--- src/rtl/display_pkg.sv ---
// Shared types and channel-selection helpers for the display scanner.
package display_pkg;

    typedef enum logic [1:0] {
        IDLE  = 2'd0,
        BLANK = 2'd1,
        SHOW  = 2'd2
    } scan_state_t;

    // Helpers work on a 16-channel superset; callers zero-extend masks.
    localparam int MAX_CH = 16;

    typedef struct packed {
        logic [3:0] idx;
        logic       wrap;
    } next_ch_t;

    // Lowest set bit of the mask (0 when the mask is empty).
    function automatic logic [3:0] lowest_ch(input logic [MAX_CH-1:0] mask);
        logic [3:0] r;
        r = 4'd0;
        for (int i = MAX_CH - 1; i >= 0; i--) begin
            if (mask[i]) begin
                r = 4'(i);
            end else begin
                r = r;
            end
        end
        return r;
    endfunction

    // Next enabled channel above cur; wraps to the lowest one and flags the wrap.
    function automatic next_ch_t next_ch(input logic [MAX_CH-1:0] mask,
                                         input logic [3:0]        cur);
        next_ch_t   r;
        logic [3:0] hi;
        logic       found;
        hi    = 4'd0;
        found = 1'b0;
        for (int i = MAX_CH - 1; i >= 0; i--) begin
            if (mask[i] && (i > int'(cur))) begin
                hi    = 4'(i);
                found = 1'b1;
            end else begin
                hi    = hi;
            end
        end
        if (found) begin
            r.idx  = hi;
            r.wrap = 1'b0;
        end else begin
            r.idx  = lowest_ch(mask);
            r.wrap = 1'b1;
        end
        return r;
    endfunction

    // One-hot decode of a channel index, limited to num_ch channels.
    function automatic logic [MAX_CH-1:0] onehot(input logic [3:0] idx, input int num_ch);
        logic [MAX_CH-1:0] r;
        r = 16'd0;
        if (int'(idx) < num_ch) begin
            r[idx] = 1'b1;
        end else begin
            r = 16'd0;
        end
        return r;
    endfunction

endpackage

--- src/rtl/display_scan_mux_prescaler.sv ---
// Slot timer: counts 0..PRESCALE-1, flags the blank window and the last cycle.
module scan_prescaler #(
    parameter int PRESCALE  = 1000,
    parameter int BLANK_CYC = 16,
    localparam int CNT_W    = (PRESCALE > 1) ? $clog2(PRESCALE) : 1
) (
    input  logic             clk,
    input  logic             rst_n,
    input  logic             clr,
    output logic [CNT_W-1:0] count,
    output logic             in_blank,
    output logic             slot_end
);

    localparam logic [CNT_W-1:0] LAST = CNT_W'(PRESCALE - 1);

    logic [CNT_W-1:0] count_r;

    // Slot counter: held at zero by clr, wraps only at the slot end.
    always_ff @(posedge clk or negedge rst_n) begin
        if (!rst_n) begin
            count_r <= {CNT_W{1'b0}};
        end else if (clr || slot_end) begin
            count_r <= {CNT_W{1'b0}};
        end else begin
            count_r <= count_r + CNT_W'(1);
        end
    end

    assign count    = count_r;
    assign slot_end = (count_r == LAST);

    generate
        if (BLANK_CYC == 0) begin : g_no_blank
            assign in_blank = 1'b0;
        end else begin : g_blank
            assign in_blank = (count_r < CNT_W'(BLANK_CYC));
        end
    endgenerate

endmodule

--- src/rtl/display_scan_mux.sv ---
// Time-multiplexed digit scanner with channel masking, anti-ghost blanking
// and a per-frame snapshot of the channel data.
module display_scan_mux
    import display_pkg::*;
#(
    parameter int                NUM_CH    = 5,
    parameter int                DATA_W    = 8,
    parameter int                PRESCALE  = 1000,
    parameter int                BLANK_CYC = 16,
    parameter logic [DATA_W-1:0] BLANK_VAL = {DATA_W{1'b0}}
) (
    input  logic                     clk,
    input  logic                     rst_n,
    input  logic                     en,
    input  logic [NUM_CH-1:0]        ch_mask,
    input  logic [NUM_CH*DATA_W-1:0] ch_data,
    output logic [NUM_CH-1:0]        adress,
    output logic [DATA_W-1:0]        out,
    output logic                     frame_start
);

    localparam int CNT_W = (PRESCALE > 1) ? $clog2(PRESCALE) : 1;
    localparam int IDX_W = $clog2(NUM_CH);
    localparam logic [CNT_W-1:0] BLANK_LAST = CNT_W'((BLANK_CYC > 0) ? BLANK_CYC - 1 : 0);
    // A slot opens in BLANK unless there is no blank window at all.
    localparam scan_state_t SLOT_FIRST = (BLANK_CYC > 0) ? BLANK : SHOW;

    scan_state_t               state_r, state_nxt_s;
    logic [IDX_W-1:0]          ch_idx_r, ch_idx_nxt_s;
    logic [NUM_CH*DATA_W-1:0]  snap_r;
    logic                      snap_load_s;
    logic                      clr_s;
    logic                      fs_nxt_s;
    logic [CNT_W-1:0]          count_s;
    logic                      in_blank_s;
    logic                      slot_end_s;
    logic [MAX_CH-1:0]         mask16_s;
    next_ch_t                  nc_s;
    logic [DATA_W-1:0]         data_sel_s;
    logic [NUM_CH-1:0]         adress_nxt_s;
    logic [DATA_W-1:0]         out_nxt_s;
    logic [NUM_CH-1:0]         adress_r;
    logic [DATA_W-1:0]         out_r;
    logic                      frame_start_r;

    assign mask16_s = MAX_CH'(ch_mask);

    scan_prescaler #(
        .PRESCALE  (PRESCALE),
        .BLANK_CYC (BLANK_CYC)
    ) u_prescaler (
        .clk      (clk),
        .rst_n    (rst_n),
        .clr      (clr_s),
        .count    (count_s),
        .in_blank (in_blank_s),
        .slot_end (slot_end_s)
    );

    // Next-state logic: slot sequencing, channel selection and frame starts.
    always_comb begin
        state_nxt_s  = state_r;
        ch_idx_nxt_s = ch_idx_r;
        snap_load_s  = 1'b0;
        clr_s        = 1'b0;
        fs_nxt_s     = 1'b0;
        nc_s         = next_ch(mask16_s, 4'(ch_idx_r));
        if (!en) begin
            state_nxt_s  = IDLE;
            ch_idx_nxt_s = {IDX_W{1'b0}};
            clr_s        = 1'b1;
        end else begin
            case (state_r)
                IDLE: begin
                    clr_s = 1'b1;
                    if (ch_mask != {NUM_CH{1'b0}}) begin
                        state_nxt_s  = SLOT_FIRST;
                        ch_idx_nxt_s = IDX_W'(lowest_ch(mask16_s));
                        snap_load_s  = 1'b1;
                        fs_nxt_s     = 1'b1;
                    end else begin
                        state_nxt_s  = IDLE;
                    end
                end
                BLANK, SHOW: begin
                    if (slot_end_s) begin
                        // Slot boundary: the only place the mask is looked at.
                        if (ch_mask == {NUM_CH{1'b0}}) begin
                            state_nxt_s  = IDLE;
                            ch_idx_nxt_s = {IDX_W{1'b0}};
                            clr_s        = 1'b1;
                        end else begin
                            state_nxt_s  = SLOT_FIRST;
                            ch_idx_nxt_s = IDX_W'(nc_s.idx);
                            snap_load_s  = nc_s.wrap;
                            fs_nxt_s     = nc_s.wrap;
                        end
                    end else if ((state_r == BLANK) && in_blank_s && (count_s == BLANK_LAST)) begin
                        state_nxt_s = SHOW;
                    end else begin
                        state_nxt_s = state_r;
                    end
                end
                default: begin
                    state_nxt_s  = IDLE;
                    ch_idx_nxt_s = {IDX_W{1'b0}};
                    clr_s        = 1'b1;
                end
            endcase
        end
    end

    // Output values for the upcoming cycle; a fresh snapshot is used the moment it loads.
    always_comb begin
        if (snap_load_s) begin
            data_sel_s = ch_data[ch_idx_nxt_s*DATA_W +: DATA_W];
        end else begin
            data_sel_s = snap_r[ch_idx_nxt_s*DATA_W +: DATA_W];
        end
        if (state_nxt_s == SHOW) begin
            adress_nxt_s = NUM_CH'(onehot(4'(ch_idx_nxt_s), NUM_CH));
            out_nxt_s    = data_sel_s;
        end else begin
            adress_nxt_s = {NUM_CH{1'b0}};
            out_nxt_s    = BLANK_VAL;
        end
    end

    // State, channel index and snapshot registers.
    always_ff @(posedge clk or negedge rst_n) begin
        if (!rst_n) begin
            state_r  <= IDLE;
            ch_idx_r <= {IDX_W{1'b0}};
            snap_r   <= {(NUM_CH*DATA_W){1'b0}};
        end else begin
            state_r  <= state_nxt_s;
            ch_idx_r <= ch_idx_nxt_s;
            if (snap_load_s) begin
                snap_r <= ch_data;
            end else begin
                snap_r <= snap_r;
            end
        end
    end

    // Registered pin outputs, updated on the same edge as the state.
    always_ff @(posedge clk or negedge rst_n) begin
        if (!rst_n) begin
            adress_r      <= {NUM_CH{1'b0}};
            out_r         <= BLANK_VAL;
            frame_start_r <= 1'b0;
        end else begin
            adress_r      <= adress_nxt_s;
            out_r         <= out_nxt_s;
            frame_start_r <= fs_nxt_s;
        end
    end

    assign adress      = adress_r;
    assign out         = out_r;
    assign frame_start = frame_start_r;

endmodule

--- config.mk ---
export PLATFORM = sky130hd
export DESIGN_NAME = display_scan_mux
export DESIGN_NICKNAME = d
export VERILOG_FILES = /design/src/rtl/display_pkg.sv /design/src/rtl/display_scan_mux_prescaler.sv /design/src/rtl/display_scan_mux.sv
export SDC_FILE = /design/constraint.sdc
export NUM_CORES = 1
export LEC_CHECK = 0
export ABC_CLOCK_PERIOD_IN_PS = 7100
export BUFFER_PORTS_ARGS = -buffer_cell sky130_fd_sc_hd__buf_2
export CORE_UTILIZATION = 45
export CTS_CLUSTER_DIAMETER = 120
export DETAILED_ROUTE_END_ITERATION = 16
export PLACE_DENSITY_LB_ADDON = 0.2
export SLEW_MARGIN = 20
export SYNTH_ARGS = -nofsm -noshare
export SYNTH_HDL_FRONTEND = slang
export SYNTH_SLANG_ARGS = --single-unit
--- constraint.sdc ---
create_clock -name clk -period 7.1 [get_ports clk]
set_input_delay 1.42 -clock clk [delete_from_list [all_inputs] [get_ports clk]]
set_output_delay 1.42 -clock clk [all_outputs]
set_load 0.1 [all_outputs]
After elaboration in Yosys (flattened, before gate mapping):

Cells that the tools add are included.
Widths: inputs -> output; s select.

* logic and storage cells: 76
* flip-flop bits (word level): 69
* output and inout port bits: 14

* $add $sub $neg: 1
* equal/unequal tests: 5
* muxes and demuxes: 41
* magnitude comparators: 8
* shifts and indexed selects: 2
* reduce and logical (&&, ||, !) cells: 12

Operators by type and width (number)
* $shiftx 40x7->8: 2
* $mux 3: 13
* $mux 8: 2
* $mux 1: 15
* $add 10x1->10 const B: 1
* $eq 10x10->1 const B: 1
* $eq 10x4->1 const B: 1
* $lt 10x5->1 const B: 1
* $mux 10: 1
* $mux 5: 2
* $logic_and 1x1->1: 7
* $gt 2x3->1 const A: 2
* $mux 2: 3
* $pmux 3 s2: 1
* $logic_not 5->1: 1
* $lt 3x5->1 const B: 1
* $reduce_bool 5->1: 1
* $eq 2x2->1 const B: 2
* $mux 4: 1
* $pmux 2 s2: 1
* $demux 1 s3: 1
* $ge 3x1->1 const B: 1
* $gt 1x3->1 const A: 1
* $gt 3x3->1 const A: 1
* other kinds (6): 6

Longest topological paths before layout:

* depth in word-level cells: 17
* mapped depth: 11

By module:

From an unflattened synthesis, not the netlist that was laid out.

* cells, all modules: 279
* area total of the unflattened synthesis: 3438.3 um^2

By module, submodules not included
* display_scan_mux: times used 1, area an instance 2885.3 um^2, seq. area each 1476.4 um^2, cells an instance 226
* scan_prescaler: times used 1, area an instance 553.0 um^2, seq. area each 250.2 um^2, cells an instance 53

Worst setup path after synthesis:

OpenSTA, ideal clock, no wires.

* path kind: input port to flip-flop
* start point: input ch_mask[1]
* end point: register out_r[6], in the netlist out[6]
* slack: 3.831 ns
* data arrival time: 3.136 ns
* stages on the path: 8
* cell sequence: nand2b_1 a221o_1 o211a_2 buf_4 mux2_1 or3_1 a211oi_1 a221oi_1

* word-level cells in the longest chain between the ends: 10
* elaborated cells between the ends (all ways): 28
* those cells by class: 1 x eq/ne; 2 x shift; 22 x mux; 3 x reduce/logical

Ends and longest elaborated chain
* start: declaration: line display_scan_mux.sv:15 `input logic [NUM_CH-1:0] ch_mask,`
* $mux 3 or $logic_and 1x1->1 (tied branches): line display_pkg.sv:23, display_pkg.sv:41
* $mux 3, or another cell as far along: line display_pkg.sv:23 `if (mask[i]) begin`
* $mux 4: line display_pkg.sv:48 `if (found) begin`
* $mux 3: line display_scan_mux.sv:88 `if (ch_mask == {NUM_CH{1'b0}}) begin`
* $mux 3: line display_scan_mux.sv:86 `if (slot_end_s) begin`
* $pmux 3 s2: line display_scan_mux.sv:73 `case (state_r)`
* $mux 3: line display_scan_mux.sv:68 `if (!en) begin`
* $shiftx 40x7->8, on equally long branches: line display_scan_mux.sv:118, display_scan_mux.sv:116
* $mux 8: line display_scan_mux.sv:115 `if (snap_load_s) begin`
* $mux 8 (*): line display_scan_mux.sv:120 `if (state_nxt_s == SHOW) begin`
* via out_nxt_s[6]: line display_scan_mux.sv:41 `logic [DATA_W-1:0] out_nxt_s;`
* end signal: assignment: line display_scan_mux.sv:154 `out_r <= out_nxt_s;`
* end: declaration: line display_scan_mux.sv:43 `logic [DATA_W-1:0] out_r;`

The timed path passes the listed nets; every way through them passes the cells marked *.
A chain may end at the register's enable or synchronous reset.

Final worst setup path:

* start point: input ch_mask[3]
* end point: register out_r[7], in the netlist out[7]

* word-level cells in the longest chain between the ends: 12
* elaborated cells between the ends (all ways): 34
* those cells by class: 1 x eq/ne; 2 x shift; 28 x mux; 3 x reduce/logical

Ends and longest elaborated chain (line)
* $mux 3 or $logic_and 1x1->1 (tied branches): display_pkg.sv:23, display_pkg.sv:41
* $mux 3, or another cell as far along (3 in series): display_pkg.sv:23
* $mux 4: display_pkg.sv:48
* $mux 3: display_scan_mux.sv:88
* $mux 3: display_scan_mux.sv:86
* $pmux 3 s2: display_scan_mux.sv:73
* $mux 3: display_scan_mux.sv:68
* $shiftx 40x7->8, on equally long branches: display_scan_mux.sv:118, display_scan_mux.sv:116
* $mux 8: display_scan_mux.sv:115
* $mux 8 (*): display_scan_mux.sv:120
* via out_nxt_s[7]: display_scan_mux.sv:41

Marked as above.

==> results <==
- The average instance in the mapped netlist occupies 12.3 um^2.
- Summed over all layers, the routed wires come to ~6900 um.
- The post-cts resize count is 0.
- The worst setup path is captured at a register.
- The time the worst path needs with I/O delays and setup is 3.80 ns.
- The congestion estimate from routability-driven global placement came to 0.849.
- The clock passes through at most 2 buffers.
- The initial antenna violation count is 0.
- The synthesized design contains just under 70 register bits.
- The critical path required time is 7.31 ns.
- The beginning of the worst register-to-register path is state_r[0].
- The maximum net fanout on the critical path is 41.
- In the routed layout, each cell is associated on average with a via count of 5.33.
- Counting tap cells, the placed design contains a total of 428 instances.
- Setup repair after global routing left no endpoint under its margin.
- Before antenna repair, the detailed router went through 4 iterations.
- The number of distinct library cells after synthesis is 56.
- The prevailing post-synth register cell is dfrtp_1.
- The max-slew violation total from the final report is 0.
- The TritonCTS clock tree is yes.
- The number of buffer and inverter instances along the worst setup path is 1.
- Of the synthesized area, sequential elements account for 0.509.
- The launching instance or port of the critical path is ch_mask[3].
- Post-CTS timing repair inserted 0 buffers for setup.
- The number of design rule violations left after detail routing is 0.
- The number of standard cells in the final layout excluding fillers is roughly 440.
- The register-to-register setup slack is about 3.5 ns.
- The worst vdd rail ir drop is 0.188 mV.
- The slowest stage of the critical path is the o211a_2 cell.
- Grouping stages by cell kind, the critical path spends the most delay in compound AO/OA/AOI/OAI gates.
- The flow ran to the end, and the final reports show no timing, DRC or antenna violations.
- The total clock sinks is 69.
- The clock root buffer is clkbuf_8.
- The residual antenna-violating net count after detailed routing is 0.
- Synthesis produced a netlist whose cell count is 276.
- The largest single stage delay on the critical path is 0.89 ns.
- The post-synth net total is 328.
- The floorplan die height is 88.9 um.
- Hold is met by 0.449 ns.
- Power spread over the standard cell area amounts to 259 nW/um^2.
- The global-route wire length before repair is 11100 um.
- Total power for the finished layout comes to 0.00103 W.
- At the pin with the least slew margin, the transition time is 1.08 ns.
- The row count is 31.
- The number of CTS-inserted buffers is 9.
- The fill cell total of the finished layout is roughly 650.
- The most common cell in the synthesized netlist is dfrtp_1.
- The area of the placeable core is 7250 um^2.
- The logic depth of the worst register-to-register path is 9.
- The mapped netlist covers about 3400 um^2.
- For the worst setup path, the data arrival time is 4.00 ns.
- In this run the count of I/O pins placed on the die edge is a little over 60.
- The violation count after the first detailed-routing iteration is 133.
- The layout overhead on the synthesized area is 17.4%.
- The path class of the tightest hold or removal check is reg2reg.
- The share of synthesized area in the top cell type comes to 0.509.
- For the worst-skew pair, the clock arrives at the later sink with an insertion delay of 0.33 ns.
- The layout net count is between 300 and 400.
- Counting buffers and inverters, the worst setup path is 8 cells deep.
- The overall die area is 7890 um^2.
- Buffers inserted to repair hold after CTS numbered 0.
- The worst register-to-register path ends at out[7].
- Once detailed placement completed, the half-perimeter wirelength came to 4820 um.
- The worst pin sits at a relative slew slack of 0.282.
- The number of antenna cells inserted is 0.
- By area the synthesized netlist is led by dfrtp_1, mux2_2, mux2_4, nor2_1, ha_1.
- During placement, the flow inserted port buffers numbering 61.
- In the final layout, the share of cells above drive strength 1 is 0.388.
- The die extent in x is 88.9 um.
- Traced cell by cell, the critical path runs through buf_2, nor3_1, a221o_1, o211a_2, mux2_2, or3_1, a211oi_1, a221oi_1.
- The starting density of the core is 0.468.
- For the final database, setup skew stands at 0.00788 ns.
- Dividing the final minimum period by the clock period gives 0.535.
- The Yosys step of the flow raised 0 warnings.
- The worst setup path is of the in2reg kind.
- The final setup TNS is 0 ns.
- Entering global routing, the biggest net connects 70 pins.
- Yosys mapped a number of flops with a built-in enable equal to 0.
- The tool flagged a number of max-cap violations equal to 0.
- By count the netlist is led by dfrtp_1, mux2_2, nor2_1.
- Setup violations remaining at the end of the flow were counted as 0.
- The via count of the first global-routing pass came to 2300.
- After synthesis, the share of flip-flops with an asynchronous set or reset is 1.00.
- STA classifies the critical path startpoint as a primary input.
- After clock tree synthesis, the clock-pin slew on the worst setup and hold paths is 0.07 ns.
- The routed layout has 2367 vias.
- The maximum frequency from static timing analysis is 263 MHz.
- The H-tree depth is 3.
- In the final routed layout, each cell accounts on average for 15.5 um.
- The most area-hungry cell type in the Yosys netlist is dfrtp_1.
- The total overflow left after global routing is 0.
- The number of failing hold endpoints at the final stage is 0.
- For this run, the total global-route usage over all layers was measured as 0.190.
- The total leakage power is 1.79 nW.
- Following the worst setup path forward leads to its endpoint at out[7].
where the power goes:
group | total, W | switching (W) | leakage [nW] | internal [W]
logic | 0.000199 | 0.0000959 | 0.817 | 0.000103
registers | 0.000477 | 0.0000173 | 0.869 | 0.000460
clock network | 0.000356 | 0.000148 | 0.106 | 0.000208
layout by cell type (no fill, tap or decap), types with 5 or more instances in the layout:
| master | instances |
|---|---|
| o21ai_0 | 7 |
| a21o_1 | 5 |
| or3_1 | 8 |
| and3_1 | 6 |
| buf_2 | 61 |
| nand2_1 | 8 |
| a211oi_1 | 5 |
| mux2i_1 | 5 |
| a21oi_1 | 5 |
| nor3_1 | 9 |
| xnor2_1 | 5 |
| nand2b_1 | 5 |
| nor2_1 | 15 |
| mux2_2 | 40 |
| nand3_1 | 8 |
| dfrtp_1 | 69 |
| inv_1 | 7 |
| clkbuf_8 | 10 |
metrics by stage:
step	cell area [um^2]	utilization	worst slack, ns
after floorplan	3390	-	3.83
after global placement	3760	0.518	3.05
after detailed placement	3760	0.518	2.93
after CTS	3990	0.549	3.30
after global routing	3990	0.549	3.14
final	3990	0.549	3.30
logic make-up after synthesis:
group                    count (synthesis)  synth area share
multiplexers                            51             0.172
adder cells (fa/ha/maj)                  4            0.0147
AO/OA/AOI/OAI                           48             0.116
AND/OR/NAND/NOR                         78             0.135
buffers and inverters                   19            0.0358
XOR/XNOR                                 7            0.0181
flip-flops                              69             0.509
registers in the layout, indices dropped and copies added, names as in the netlist:
| name | flops |
|---|---|
| u_prescaler.count | 10 |
| state_r | 2 |
| out | 8 |
| ch_idx_r | 3 |
| snap_r | 40 |
| frame_start | 1 |
| adress | 5 |
final cells by class:
cell class                      instances  area [um^2]  share of cell area
Clock buffer                           11          141              0.0355
Clock inverter                          5         83.8              0.0210
Inverter                               10         50.0              0.0126
Multi-Input combinational cell        188         1550               0.388
Sequential cell                        69         1730               0.433
Tap cell                               99          124              0.0311
Timing Repair Buffer                   62          313              0.0785
worst register-to-register path, cell delays in order (launching register included):
cell and delay, ns:
dfrtp_1 0.39, inv_1 0.09, ha_1 0.41, nand4bb_1 0.17, o31ai_1 0.37, o211a_2 0.97
mux2_2 0.45, or3_1 0.30, a211oi_1 0.22, a221oi_1 0.08
layer usage:
layer	track usage	vias to the layer above	share of wire
met5	0	-	0
met4	0.0587	0	0.015
met3	0.0550	8	0.044
met2	0.315	48	0.49
met1	0.240	1167	0.45
li1	-	1144	-
worst min path at each step:
stage                         start                   end  slack (ns)  depth (start not counted)
5_1_grt        u_prescaler.count[0]  u_prescaler.count[0]        0.49                          1
6_report       u_prescaler.count[0]  u_prescaler.count[0]        0.45                          1
4_1_cts        u_prescaler.count[0]  u_prescaler.count[0]        0.45                          1
3_3_place_gp   u_prescaler.count[0]  u_prescaler.count[0]        0.44                          1
2_1_floorplan  u_prescaler.count[0]  u_prescaler.count[0]        0.43                          1
3_5_place_dp   u_prescaler.count[0]  u_prescaler.count[0]        0.44                          1
(Power assumes the default switching activity.)
